`src/rtl/uart_rx_frame_check.sv`:
```
// Serial UART RX frame checker: deserialises the data field, checks parity and stop bits,
// and keeps saturating parity/stop error counters.
module uart_rx_frame_check #(
  parameter int unsigned DATA_WIDTH = 8,
  parameter int unsigned LEN_W      = 4,
  parameter int unsigned CNT_W      = 8
) (
  input  logic                  clk,
  input  logic                  rst,
  input  logic                  start,
  input  logic                  bit_valid,
  input  logic                  bit_in,
  input  logic                  par_en,
  input  logic [1:0]            par_mode,
  input  logic [LEN_W-1:0]      data_len,
  input  logic                  stop2,
  input  logic                  clr_cnt,
  output logic                  busy,
  output logic [DATA_WIDTH-1:0] data_out,
  output logic                  frame_done,
  output logic                  par_err,
  output logic                  stop_err,
  output logic [CNT_W-1:0]      par_err_cnt,
  output logic [CNT_W-1:0]      stop_err_cnt
);

  typedef enum logic [1:0] {
    StIdle,
    StData,
    StParity,
    StStop
  } state_e;

  state_e                state_q;
  logic                  pen_q;
  logic [1:0]            pmode_q;
  logic [LEN_W-1:0]      len_q;
  logic                  stop2_q;
  logic [LEN_W-1:0]      bit_cnt_q;
  logic [DATA_WIDTH-1:0] shift_q;
  logic                  acc_q;
  logic                  par_flag_q;
  logic                  stop_flag_q;
  logic                  stop_idx_q;

  logic [LEN_W-1:0]      len_clamped;
  logic [DATA_WIDTH-1:0] shift_ins;
  logic                  exp_par;
  logic                  last_stop;
  logic                  stop_err_now;
  logic                  done_now;
  logic                  inc_par;
  logic                  inc_stop;

  always_comb begin
    len_clamped = data_len;
    if (data_len < LEN_W'(5)) begin
      len_clamped = LEN_W'(5);
    end else if (data_len > LEN_W'(DATA_WIDTH)) begin
      len_clamped = LEN_W'(DATA_WIDTH);
    end
  end

  // Place the incoming bit at its field position so the first bit lands in the LSB.
  always_comb begin
    shift_ins = shift_q;
    for (int i = 0; i < int'(DATA_WIDTH); i++) begin
      if (bit_cnt_q == LEN_W'(i)) begin
        shift_ins[i] = bit_in;
      end
    end
  end

  always_comb begin
    exp_par = 1'b0;
    case (pmode_q)
      2'b00:   exp_par = acc_q;
      2'b01:   exp_par = ~acc_q;
      2'b10:   exp_par = 1'b1;
      default: exp_par = 1'b0;
    endcase
  end

  assign last_stop    = (stop_idx_q == stop2_q);
  assign stop_err_now = stop_flag_q | ~bit_in;
  assign done_now     = (state_q == StStop) && bit_valid && !start && last_stop;
  assign inc_par      = done_now & par_flag_q;
  assign inc_stop     = done_now & stop_err_now;
  assign busy         = (state_q != StIdle);

  always_ff @(posedge clk or negedge rst) begin
    if (!rst) begin
      state_q      <= StIdle;
      pen_q        <= 1'b0;
      pmode_q      <= 2'b00;
      len_q        <= '0;
      stop2_q      <= 1'b0;
      bit_cnt_q    <= '0;
      shift_q      <= '0;
      acc_q        <= 1'b0;
      par_flag_q   <= 1'b0;
      stop_flag_q  <= 1'b0;
      stop_idx_q   <= 1'b0;
      data_out     <= '0;
      frame_done   <= 1'b0;
      par_err      <= 1'b0;
      stop_err     <= 1'b0;
      par_err_cnt  <= '0;
      stop_err_cnt <= '0;
    end else begin
      frame_done <= 1'b0;

      if (clr_cnt) begin
        par_err_cnt <= '0;
      end else if (inc_par && (par_err_cnt != {CNT_W{1'b1}})) begin
        par_err_cnt <= par_err_cnt + CNT_W'(1);
      end

      if (clr_cnt) begin
        stop_err_cnt <= '0;
      end else if (inc_stop && (stop_err_cnt != {CNT_W{1'b1}})) begin
        stop_err_cnt <= stop_err_cnt + CNT_W'(1);
      end

      // start always wins: it aborts any frame in progress and swallows a coincident bit.
      if (start) begin
        state_q     <= StData;
        pen_q       <= par_en;
        pmode_q     <= par_mode;
        len_q       <= len_clamped;
        stop2_q     <= stop2;
        bit_cnt_q   <= '0;
        shift_q     <= '0;
        acc_q       <= 1'b0;
        par_flag_q  <= 1'b0;
        stop_flag_q <= 1'b0;
        stop_idx_q  <= 1'b0;
      end else if (bit_valid) begin
        case (state_q)
          StIdle: begin
          end
          StData: begin
            shift_q <= shift_ins;
            acc_q   <= acc_q ^ bit_in;
            if (bit_cnt_q == (len_q - LEN_W'(1))) begin
              bit_cnt_q <= '0;
              state_q   <= pen_q ? StParity : StStop;
            end else begin
              bit_cnt_q <= bit_cnt_q + LEN_W'(1);
            end
          end
          StParity: begin
            par_flag_q <= (bit_in != exp_par);
            state_q    <= StStop;
          end
          StStop: begin
            if (last_stop) begin
              state_q     <= StIdle;
              frame_done  <= 1'b1;
              data_out    <= shift_q;
              par_err     <= par_flag_q;
              stop_err    <= stop_err_now;
              stop_idx_q  <= 1'b0;
              stop_flag_q <= 1'b0;
            end else begin
              stop_flag_q <= stop_err_now;
              stop_idx_q  <= 1'b1;
            end
          end
          default: state_q <= StIdle;
        endcase
      end
    end
  end

endmodule

```
`config.mk`:
```
export PLATFORM = sky130hd
export DESIGN_NAME = uart_rx_frame_check
export DESIGN_NICKNAME = d
export VERILOG_FILES = /design/src/rtl/uart_rx_frame_check.sv
export SDC_FILE = /design/constraint.sdc
export NUM_CORES = 1
export LEC_CHECK = 0
export ABC_AREA = 1
export ABC_CLOCK_PERIOD_IN_PS = 1700
export BUFFER_PORTS_ARGS = -buffer_cell sky130_fd_sc_hd__buf_2
export CORE_UTILIZATION = 51
export CTS_CLUSTER_SIZE = 16
export DETAILED_ROUTE_END_ITERATION = 8
export PLACE_DENSITY = 0.75
export SYNTH_ARGS = -nofsm -noshare
export SYNTH_HDL_FRONTEND = slang
export SYNTH_SLANG_ARGS = --single-unit
```
`constraint.sdc`:
```
create_clock -name clk -period 1.7 [get_ports clk]
set_clock_uncertainty 0.2 [all_clocks]
set_input_delay 0.34 -clock clk [delete_from_list [all_inputs] [get_ports clk]]
set_output_delay 0.34 -clock clk [all_outputs]
set_load 0.03 [all_outputs]
```
## Yosys cells after proc, flatten, opt, wreduce, memory -nomap -nowiden

Index checks and enable logic that the tools add are counted.

- Bits of input ports: 14
- Register bits: 53

- Equality and inequality tests: 19
- $lt $le $gt $ge: 2
- Add/subtract/negate cells: 4
- Bitwise logic cells: 7
- Muxes and demuxes: 46
- Reductions and logical operators: 37

Operators by type and width:

| cell | number |
|---|---|
| 8-bit two-way mux | 7 |
| 2-bit nonzero test | 15 |
| 1-bit two-way mux | 27 |
| 4-bit two-way mux | 6 |
| 3-bit AND reduction | 8 |
| 8-bit by 1-bit adder with 8-bit output (second input constant) | 2 |
| 4-bit by 3-bit equality test with 1-bit output (second input constant) | 4 |
| 8-bit inequality test (second input constant) | 2 |
| 4-bit by 2-bit equality test with 1-bit output (second input constant) | 2 |
| 2-bit two-way mux | 4 |
| 4-bit AND reduction | 2 |
| 2-bit equality test (second input constant) | 3 |
| 3-bit inequality test (second input constant) | 2 |
| 2-bit one-hot mux with 3 select lines | 1 |
| 2-bit AND reduction | 3 |
| 1-bit logical AND | 5 |
| 4-bit by 1-bit adder with 4-bit output (second input constant) | 1 |
| 2-bit by 1-bit equality test with 1-bit output (second input constant) | 2 |
| 4-bit by 1-bit equality test with 1-bit output (second input constant) | 1 |
| 4-bit equality test | 1 |
| 4-bit greater-than comparator (second input constant) | 1 |
| 4-bit logical NOT | 1 |
| 4-bit by 3-bit less-than comparator with 1-bit output (second input constant) | 1 |
| 4-bit nonzero test | 1 |
| 10 further kinds | 13 |

## Logic depth before layout (Yosys ltp)

Gate-level depths: netlist (run 1).

- Word-level depth: 8
- Gate-level depth with buffers: 12
- Gate-level depth less buffers: 12

## Worst setup path before layout (run 1)

No wires, ideal clock.

- Path type: register to register
- Start point: register stop_err_cnt[1]
- End point: register stop_err_cnt[1]
- Setup slack: -0.143 ns
- Stages on the path, launching flop included: 11
- Arrival time: 1.523 ns
- Setup time: 0.120 ns
- Path buffers: 0
- Cells stage by stage: dfrtp_1 ha_1 nand2_1 inv_1 nand2_1 nor2_1 nand2_1 nand2_2 inv_1 o21ai_0 nor2_1

- Word-level cells in the longest chain between the ends: 3
- Elaborated cells on any way between the ends: 6

RTL lines:

| what | RTL line | text |
|---|---|---|
| start, declared | 24 | `output logic [CNT_W-1:0] stop_err_cnt` |
| start signal, assigned | 122 | `stop_err_cnt <= stop_err_cnt + CNT_W'(1);` |
| 8-bit by 1-bit adder with 8-bit output / 8-bit inequality test (equally long branches) | 122, 121 |  |
| 8-bit two-way mux / 1-bit logical AND (equally long branches) | 121 | `end else if (inc_stop && (stop_err_cnt != {CNT_W{1'b1}})) begin` |
| 8-bit two-way mux / 2-bit nonzero test (equally long branches) | - |  |

Several ways; a longest one is shown, not always the timed one. The select of a mux whose other input is x is not followed.
A chain may end at the register's enable or synchronous reset.

## Final worst setup path (run 1)

- Start point: register state_q[1]
- End point: register state_q[0]

- Word-level cells in the longest chain between the ends: 4
- Elaborated cells on any way between the ends: 10

RTL lines:

| what | RTL line | text |
|---|---|---|
| start, declared | 34 | `state_e state_q;` |
| start signal, assigned | 93 | `state_q <= StIdle;` |
| start signal, assigned | 127 | `state_q <= StData;` |
| start signal, assigned | 147 | `state_q <= pen_q ? StParity : StStop;` |
| 2-bit equality test / 2-bit by 1-bit equality test with 1-bit output (equally long branches) | 139 | `case (state_q)` |
| 2-bit one-hot mux with 3 select lines | 139 |  |
| 2-bit two-way mux | 138 | `end else if (bit_valid) begin` |
| 2-bit two-way mux | 126 | `if (start) begin` |

Several ways; a longest one is shown, not always the timed one. The select of a mux whose other input is x is not followed.

==> impl_metrics.json, run 1 <==
{
  "grt_pass1_wl_um": 10170,
  "worst_pin_slew_ns": 0.6675,
  "num-nets-final": 452,
  "n_fill_cell": 396,
  "viasPerCell": 5.139,
  "dr.pass1.iters": 4,
  "io_pins": 42,
  "drcViolationCount": 0,
  "design_area_um2": 3737,
  "htree_levels": 2,
  "finalNonFillerCells": 497,
  "clockBufferDepth": 2,
  "critPathMaxFanout": 3,
  "drive_above_1_share_pct": 34.43,
  "yosysSeqAreaShare_pct": 46.49,
  "met2_usage_pct": 37.05,
  "port-buffer-count": 41,
  "cp_data_required_time_ns": 1.70,
  "die_x_um": 76.79,
  "drt_wl_total_um": 6513,
  "place_congestion": 0.8721,
  "hold_class": "input port to flop",
  "first_iter_violations": 123,
  "mappedNetlistArea_um2": 2853,
  "relSlewSlack_pct": 55.45,
  "rsz0062_at_grt": "yes",
  "synth_cell_types": 33,
  "violations": "negative setup slack",
  "place_area_um2": 3293,
  "dieArea_um2": 5897,
  "postRouteAntennaNets": 0,
  "ir_drop_v": 0.0006608,
  "power_density_nw_per_um2": 928.1,
  "die_y_um": 76.79,
  "grt_pass1_vias": 2281,
  "place_inst": 474,
  "numCtsBuffers": 5,
  "status": "complete, but fails checks",
  "cts_tree": "built",
  "grt-ovfl-total": 0,
  "clk_pin_slew_ns": 0.09,
  "met3_usage_pct": 3.690,
  "synthCells": 349,
  "post-dp-hpwl_um": 4040,
  "seqCellArea_um2": 1331,
  "maxCapViolations": 0,
  "start_kind": "flop",
  "yosysWarnings": 0,
  "syn-num-nets": 375,
  "crit_type": "flop to flop",
  "grt_use_met1_pct": 27.60,
  "start_util_pct": 54.47,
  "rows": 26,
  "syn2layout_area_growth_pct": 31.01,
  "clkLatencyLatePin_ns": 0.30,
  "antenna_found_initial": 0,
  "setup_violations": 19,
  "finalHoldViolations": 0,
  "track_usage_pct": 21.36,
  "power_leakage_nw": 1.961,
  "wl_per_cell_um": 13.10,
  "multi_input_area_um2": 1525,
  "root_buffer": "clkbuf_8",
  "grt.busiest_layer": "met2",
  "setup_ws_ns": -0.1178,
  "post-route-period-util_pct": 106.9,
  "synth-seq-cells": 53,
  "crit_arrival_ns": 1.82,
  "slew_viol_final": 0,
  "fmax_mhz": 550.1,
  "core_area_um2": 5238,
  "grt_max_degree": 54,
  "fin_crit_ns": 1.818,
  "vias": 2554,
  "clock_sinks": 53,
  "synth_area_per_cell_um2": 8.174,
  "antenna_cells": 0,
  "end_kind": "flop"
}
[where the power goes]
group | internal [mW] | leakage [nW] | switching (mW) | total, mW
Sequential | 1.40 | 0.708 | 0.114 | 1.52
Combinational | 0.515 | 1.21 | 0.759 | 1.27
Clock | 0.294 | 0.0395 | 0.383 | 0.677
Total | 2.21 | 1.96 | 1.26 | 3.47
[cell families (layout without fill, tap and decap cells)]
group / count (synthesis) / in the layout / share of synthesized area (%)
DFF: 53 / 53 / 46.49
AOI/OAI and AO/OA: 50 / 50 / 9.693
xor gates and xnor gates: 15 / 15 / 4.869
adders and majority gates: 12 / 12 / 5.263
and+or+nand+nor: 166 / 167 / 26.14
buffers and inverters: 53 / 130 / 7.544
[routing by layer]
layer | share of wire (%) | wire length (um)
met1 | 43 | 2792
met3 | 5.1 | 333
met2 | 50 | 3226
met4 | 2.5 | 161
met5 | 0 | 0
[through the flow]
| stage | total power [mW] | hold WS, ns | TNS (ns) | util (%) | setup WS [ns] |
|---|---|---|---|---|---|
| after floorplan | 2.134 | -0.1556 | 0 | - | 0.003348 |
| after global placement | 2.416 | 0.1549 | 0 | 62.88 | 0.02927 |
| after detailed placement | 2.461 | 0.1570 | -0.1584 | 62.88 | -0.08196 |
| after CTS | 3.256 | 0.03776 | -0.2288 | 65.84 | -0.05963 |
| after global routing | 3.671 | 0.03127 | -2.820 | 71.36 | -0.1635 |
| final | 3.468 | 0.03365 | -0.9992 | 71.36 | -0.1178 |
[worst max-delay path: stages, from the launching register on]
cell     delay, ns
dfrtp_1       0.46
inv_2         0.07
buf_6         0.12
ha_4          0.25
nand2_1       0.06
nand2_1       0.08
o21ai_0       0.11
inv_1         0.14
nand2_2       0.09
nand2_2       0.08
nand2_2       0.05
[final timing paths]
kind / start / endpoint / slack (ns) / cells past startpoint
hold / removal: par_mode[1] / pmode_q[1] / 0.03 / 3
min in group asynchronous: rst / len_q[2] / 0.34 / 3
max in group asynchronous: rst / stop_err_cnt[1] / 0.69 / 3
setup reg to reg: state_q[1] / state_q[0] / -0.12 / 10
setup / recovery: state_q[1] / state_q[0] / -0.12 / 10
hold reg to reg: data_out[5] / data_out[5] / 0.28 / 2
[sequential cells by signal, summed over array words and instances, names as in the netlist]
signal	flops
acc_q	1
bit_cnt_q	4
data_out	8
frame_done	1
len_q	4
par_err	1
par_err_cnt	8
par_flag_q	1
pen_q	1
pmode_q	2
shift_q	8
state_q	2
stop2_q	1
stop_err	1
stop_err_cnt	8
stop_flag_q	1
stop_idx_q	1
[cell usage after synthesis]
library cell	number	area (um^2)
a21oi_1	9	45.04
buf_1	1	3.750
buf_2	2	10.01
buf_4	1	7.510
buf_6	1	11.26
clkbuf_1	2	7.510
dfrtp_1	53	1326
ha_1	12	150.1
inv_1	43	161.4
inv_2	2	7.510
inv_4	1	6.260
nand2_1	94	352.8
nand2_2	2	12.51
nand2_4	1	11.26
nand3_1	25	125.1
nand3_2	1	10.01
nand4_1	6	37.54
nor2_1	26	97.59
nor2_2	1	6.260
nor2_4	2	22.52
nor2_8	1	20.02
nor3_1	3	15.01
nor3_4	1	16.27
o21ai_0	34	170.2
o21ai_1	1	5.000
o21ai_2	2	17.52
o22ai_1	1	6.260
o31ai_1	1	7.510
o31ai_2	2	25.02
or2_2	3	18.77
xnor2_1	5	43.79
xnor2_2	1	16.27
xor2_1	9	78.83
[timing repair]
action	4_1_cts	5_1_grt
hold buffers	1	0
setup endpoints to repair	7	32
setup buffers	2	12
pin swaps	1	15
cloned	0	1
hold endpoints to repair	53	0
resized for setup	15	54
[placed cells by master, fill, tap and decap left out, types with 12 or more instances in the layout]
| master | synthesis | layout |
|---|---|---|
| buf_4 | 1 | 26 |
| nand2_1 | 94 | 80 |
| dfrtp_1 | 53 | 49 |
| nor2_1 | 26 | 22 |
| buf_2 | 2 | 40 |
| nand2_2 | 2 | 12 |
| inv_1 | 43 | 36 |
| nand3_1 | 25 | 17 |
| o21ai_0 | 34 | 29 |
[layout make-up]
class | instances | area share (%)
clock buffer | 8 | 2.143
inverter | 46 | 4.955
multi-input combinational | 244 | 40.81
sequential | 53 | 35.62
tap | 70 | 2.343
timing repair buffer | 76 | 14.13
(Power assumes the default switching activity.)
==> run 2, diff against run 1 <==
- CORE_MARGIN: not set -> 2
==> impl_metrics.json, run 2 (same netlist as run 1, synthesis figures left out) <==
{
  "drt_wl_total_um": 5852,
  "start_kind": "flop",
  "post-dp-hpwl_um": 3925,
  "slew_viol_final": 0,
  "place_area_um2": 3303,
  "core_area_um2": 5439,
  "violations": "negative setup slack",
  "antenna_cells": 0,
  "io_pins": 42,
  "end_kind": "flop",
  "crit_type": "flop to flop",
  "cpMaxStageDelayCell": "dfrtp_1",
  "cp_data_required_time_ns": 1.71,
  "r2r_slack_ns": -0.03,
  "place_congestion": 0.8118,
  "fin_crit_ns": 1.730,
  "crit_chain": "buf_6, ha_4, nand3_4, inv_4, nand2_4, nor2_4, nand2_4, buf_8, o31ai_2",
  "place_inst": 477,
  "grt_pass1_wl_um": 9722,
  "hold_depth": 3,
  "rows": 27,
  "antenna_found_initial": 0,
  "start_util_pct": 52.45,
  "power_density_nw_per_um2": 979.2,
  "power_leakage_nw": 1.950,
  "drive_above_1_share_pct": 31.60,
  "grt_max_degree": 54,
  "grt_pass1_vias": 2214,
  "numCtsBuffers": 5,
  "critPathMaxStageDelay_ns": 0.40,
  "design_area_um2": 3654,
  "cpMostUsedCell": "nand2_4",
  "port-buffer-count": 41,
  "finalHoldViolations": 0,
  "dr.pass1.iters": 4,
  "relSlewSlack_pct": 64.06,
  "num-nets-final": 449,
  "grt-ovfl-total": 0,
  "cts_tree": "built",
  "postRouteAntennaNets": 0,
  "dieArea_um2": 6208,
  "clk_pin_slew_ns": 0.10,
  "post-route-period-util_pct": 101.8,
  "maxCapViolations": 0,
  "n_fill_cell": 437,
  "multi_input_area_um2": 1448,
  "die_y_um": 78.79,
  "die_x_um": 78.79,
  "root_buffer": "clkbuf_8",
  "cp.depth": 9,
  "reg2reg_depth": 9,
  "clockBufferDepth": 2,
  "status": "complete, but fails checks",
  "drcViolationCount": 0,
  "layout_commonest_cell": "nand2_1",
  "layout_common_cells": "86 x nand2_1, 49 x dfrtp_1, 40 x buf_2",
  "wl_per_cell_um": 11.80,
  "post-place-ws_ns": -0.02792,
  "critPathMaxFanout": 7,
  "worst_pin_slew_ns": 0.5386,
  "cpLargestDelayFamily": "flip-flops",
  "fmax_mhz": 578.0,
  "finalNonFillerCells": 496,
  "setup_violations": 8,
  "hold_class": "input port to flop",
  "crit_arrival_ns": 1.74,
  "worst-path-buf-inv": 3,
  "setup_ws_ns": -0.03019,
  "syn2layout_area_growth_pct": 28.07,
  "vias": 2439,
  "clock_sinks": 53,
  "viasPerCell": 4.917,
  "seqCellArea_um2": 1331,
  "track_usage_pct": 19.51,
  "clkLatencyLatePin_ns": 0.30,
  "hold_slack_ns": 0.03249,
  "rsz0062_at_grt": "yes",
  "ir_drop_v": 0.0006310,
  "first_iter_violations": 100,
  "htree_levels": 2
}
run 2: what timing repair did:
item	in CTS	in global routing
setup endpoints to repair	8	31
buffers inserted	4	6
hold buffers	1	0
endpoints found under the hold margin	53	0
pin swaps	1	8
resized for setup	16	36
run 2: area by class of cell:
type	instances	area share, %
clock buffer	6	1.986
clock inverter	2	0.9589
inverter	46	4.932
multi-input combinational	243	39.62
sequential	53	36.44
tap	72	2.466
timing repair buffer	74	13.60
run 2: power breakdown:
part	internal [mW]	leakage, nW	switching, mW
combinational	0.523	1.19	0.702
sequential	1.40	0.708	0.107
clock	0.438	0.0552	0.404
total	2.36	1.95	1.21
run 2: worst paths after layout:
| kind | start | end |
|---|---|---|
| min in group asynchronous | rst | len_q[0] |
| setup reg to reg | state_q[1] | stop_err_cnt[4] |
| hold / removal | par_mode[0] | pmode_q[0] |
| max in group asynchronous | rst | stop_err_cnt[0] |
| hold reg to reg | data_out[4] | data_out[4] |
| setup / recovery | state_q[1] | stop_err_cnt[4] |
run 2: per-layer routing:
layer  global-route usage, %  vias up  routed length, um
li1                        -     1262                  -
met1                   26.39     1131               2759
met2                   32.31       42               2844
met3                   3.068        4                198
met4                   6.316        0                 50
met5                       0        -                  0
run 2: worst reg2reg max path, stage by stage, from the launching register on:
cell and delay [ns]:
dfrtp_1 0.40, buf_6 0.12, ha_4 0.14, nand3_4 0.10
inv_4 0.08, nand2_4 0.05, nor2_4 0.14, nand2_4 0.08
buf_8 0.14, o31ai_2 0.18
run 2: per-stage QoR:
stage | util (%) | power [mW] | setup TNS [ns]
after floorplan | - | 2.134 | 0
final | 67.17 | 3.578 | -0.1158
after global routing | 67.17 | 3.806 | -1.851
after global placement | 60.73 | 2.405 | -0.002418
after detailed placement | 60.73 | 2.422 | -0.06007
after CTS | 64.44 | 3.442 | -0.03205
==> run 3, diff against run 2 <==
- CORE_MARGIN: 2 -> 8
- SKIP_LAST_GASP: not set -> 1
==> impl_metrics.json, run 3 (same netlist as run 1, synthesis figures left out) <==
{
  "endpoint": "busy",
  "root_buffer": "clkbuf_8",
  "place_area_um2": 3303,
  "finalNonFillerCells": 495,
  "drive_above_1_share_pct": 30.26,
  "fin_crit_ns": 1.725,
  "grt_max_degree": 54,
  "worst-path-buf-inv": 4,
  "critPathMaxFanout": 3,
  "drt_wl_total_um": 6002,
  "clock_sinks": 53,
  "multi_input_area_um2": 1451,
  "wl_per_cell_um": 12.13,
  "startpoint": "state_q[0]",
  "syn2layout_area_growth_pct": 26.89,
  "n_fill_cell": 456,
  "cp.depth": 5,
  "setup_ws_ns": -0.02526,
  "seqCellArea_um2": 1331,
  "rows": 27,
  "dieArea_um2": 8243,
  "ir_drop_v": 0.0007125,
  "wl_met3_um": 216,
  "antenna_found_initial": 0,
  "port-buffer-count": 41,
  "timing.rr.end": "state_q[1]",
  "grt-ovfl-total": 0,
  "track_usage_pct": 14.75,
  "place_congestion": 0.8488,
  "layout_common_cells": "89 x nand2_1, 49 x dfrtp_1, 40 x buf_2",
  "cpLargestDelayFamily": "flip-flops",
  "vias": 2441,
  "min-delay-start": "par_mode[0]",
  "end_kind": "output port",
  "io_pins": 42,
  "post-route-period-util_pct": 101.5,
  "critPathMaxStageDelay_ns": 0.42,
  "numCtsBuffers": 5,
  "r2r_slack_ns": -0.02,
  "reg2reg_depth": 10,
  "cpMaxStageDelayCell": "dfrtp_1",
  "start_util_pct": 52.45,
  "fmax_mhz": 579.6,
  "antenna_cells": 0,
  "clkLatencyLatePin_ns": 0.31,
  "postRouteAntennaNets": 0,
  "slew_viol_final": 0,
  "start_kind": "flop",
  "met1Wirelength_um": 2820,
  "hold_slack_ns": 0.02448,
  "grt_pass1_wl_um": 10140,
  "dr.max_layer_used": "met4",
  "first_iter_violations": 108,
  "r2r-start": "state_q[0]",
  "cp_data_required_time_ns": 1.16,
  "place_inst": 477,
  "crit_arrival_ns": 1.19,
  "violations": "negative setup slack",
  "status": "complete, but fails checks",
  "clockBufferDepth": 2,
  "core_area_um2": 5439,
  "die_y_um": 90.79,
  "drcViolationCount": 0,
  "cpMostUsedCell": "buf_6",
  "worst_pin_slew_ns": 0.4534,
  "maxCapViolations": 0,
  "power_leakage_nw": 1.925,
  "die_x_um": 90.79,
  "cts_tree": "built",
  "timing.setup.tns_ns": -0.08227,
  "layout_commonest_cell": "nand2_1",
  "rsz0062_at_grt": "yes",
  "setup_violations": 5,
  "clk_pin_slew_ns": 0.10,
  "num-nets-final": 448,
  "power_density_nw_per_um2": 959.7,
  "relSlewSlack_pct": 69.74,
  "htree_levels": 2,
  "grt_pass1_vias": 2338,
  "hold_class": "input port to flop",
  "design_area_um2": 3620,
  "viasPerCell": 4.931,
  "wl_met2_um": 2838,
  "post-dp-hpwl_um": 4147,
  "crit_chain": "buf_6, inv_4, ha_4, inv_2, buf_6",
  "crit_type": "flop to output port",
  "finalHoldViolations": 0,
  "dr.pass1.iters": 4
}
[run 3: stage by stage]
stage | utilization (%) | setup slack (ns) | power (mW)
6_report | 66.55 | -0.02526 | 3.474
5_1_grt | 66.55 | -0.1375 | 3.699
4_1_cts | 64.04 | -0.02966 | 3.335
3_5_place_dp | 60.73 | -0.002482 | 2.469
3_3_place_gp | 60.73 | 0.01510 | 2.444
2_1_floorplan | - | 0.003348 | 2.134
[run 3: how the worst min path moves through the flow]
stage,end,depth (start not counted)
after CTS,stop2_q,3
after detailed placement,pmode_q[1],2
after global placement,len_q[3],2
after global routing,pmode_q[0],3
after floorplan,acc_q,0
final,pmode_q[0],3
[run 3: final cells by class]
| class | count | share of cell area, % |
|---|---|---|
| multi-input cells | 244 | 40.10 |
| clock buffers | 5 | 1.901 |
| repair buffers | 72 | 13.20 |
| inverters | 46 | 4.908 |
| well taps | 72 | 2.489 |
| clock inverters | 3 | 0.6222 |
| flip-flops and latches | 53 | 36.78 |
[run 3: repair_timing]
item	4_1_cts	5_1_grt
setup endpoints to repair	7	33
pin swaps	5	9
resized for setup	18	26
hold buffers	1	0
setup buffers	4	4
gates cloned	0	1
hold endpoints to repair	53	0
[run 3: worst min-delay path: stages]
cell	delay [ns]
buf_2	0.08
nand2_1	0.04
nand2_1	0.05
[run 3: routing by layer]
layer / GRT usage [%] / vias to the layer above
li1: - / 1258
met1: 17.58 / 1135
met2: 24.30 / 41
met3: 3.824 / 7
met4: 6.821 / 0
met5: 0 / -
[run 3: power by group]
part | total [mW] | switching, mW | internal, mW | leakage (nW)
combinational | 1.24 | 0.719 | 0.520 | 1.18
sequential | 1.50 | 0.101 | 1.40 | 0.708
clock | 0.730 | 0.440 | 0.290 | 0.0364
total | 3.47 | 1.26 | 2.21 | 1.93
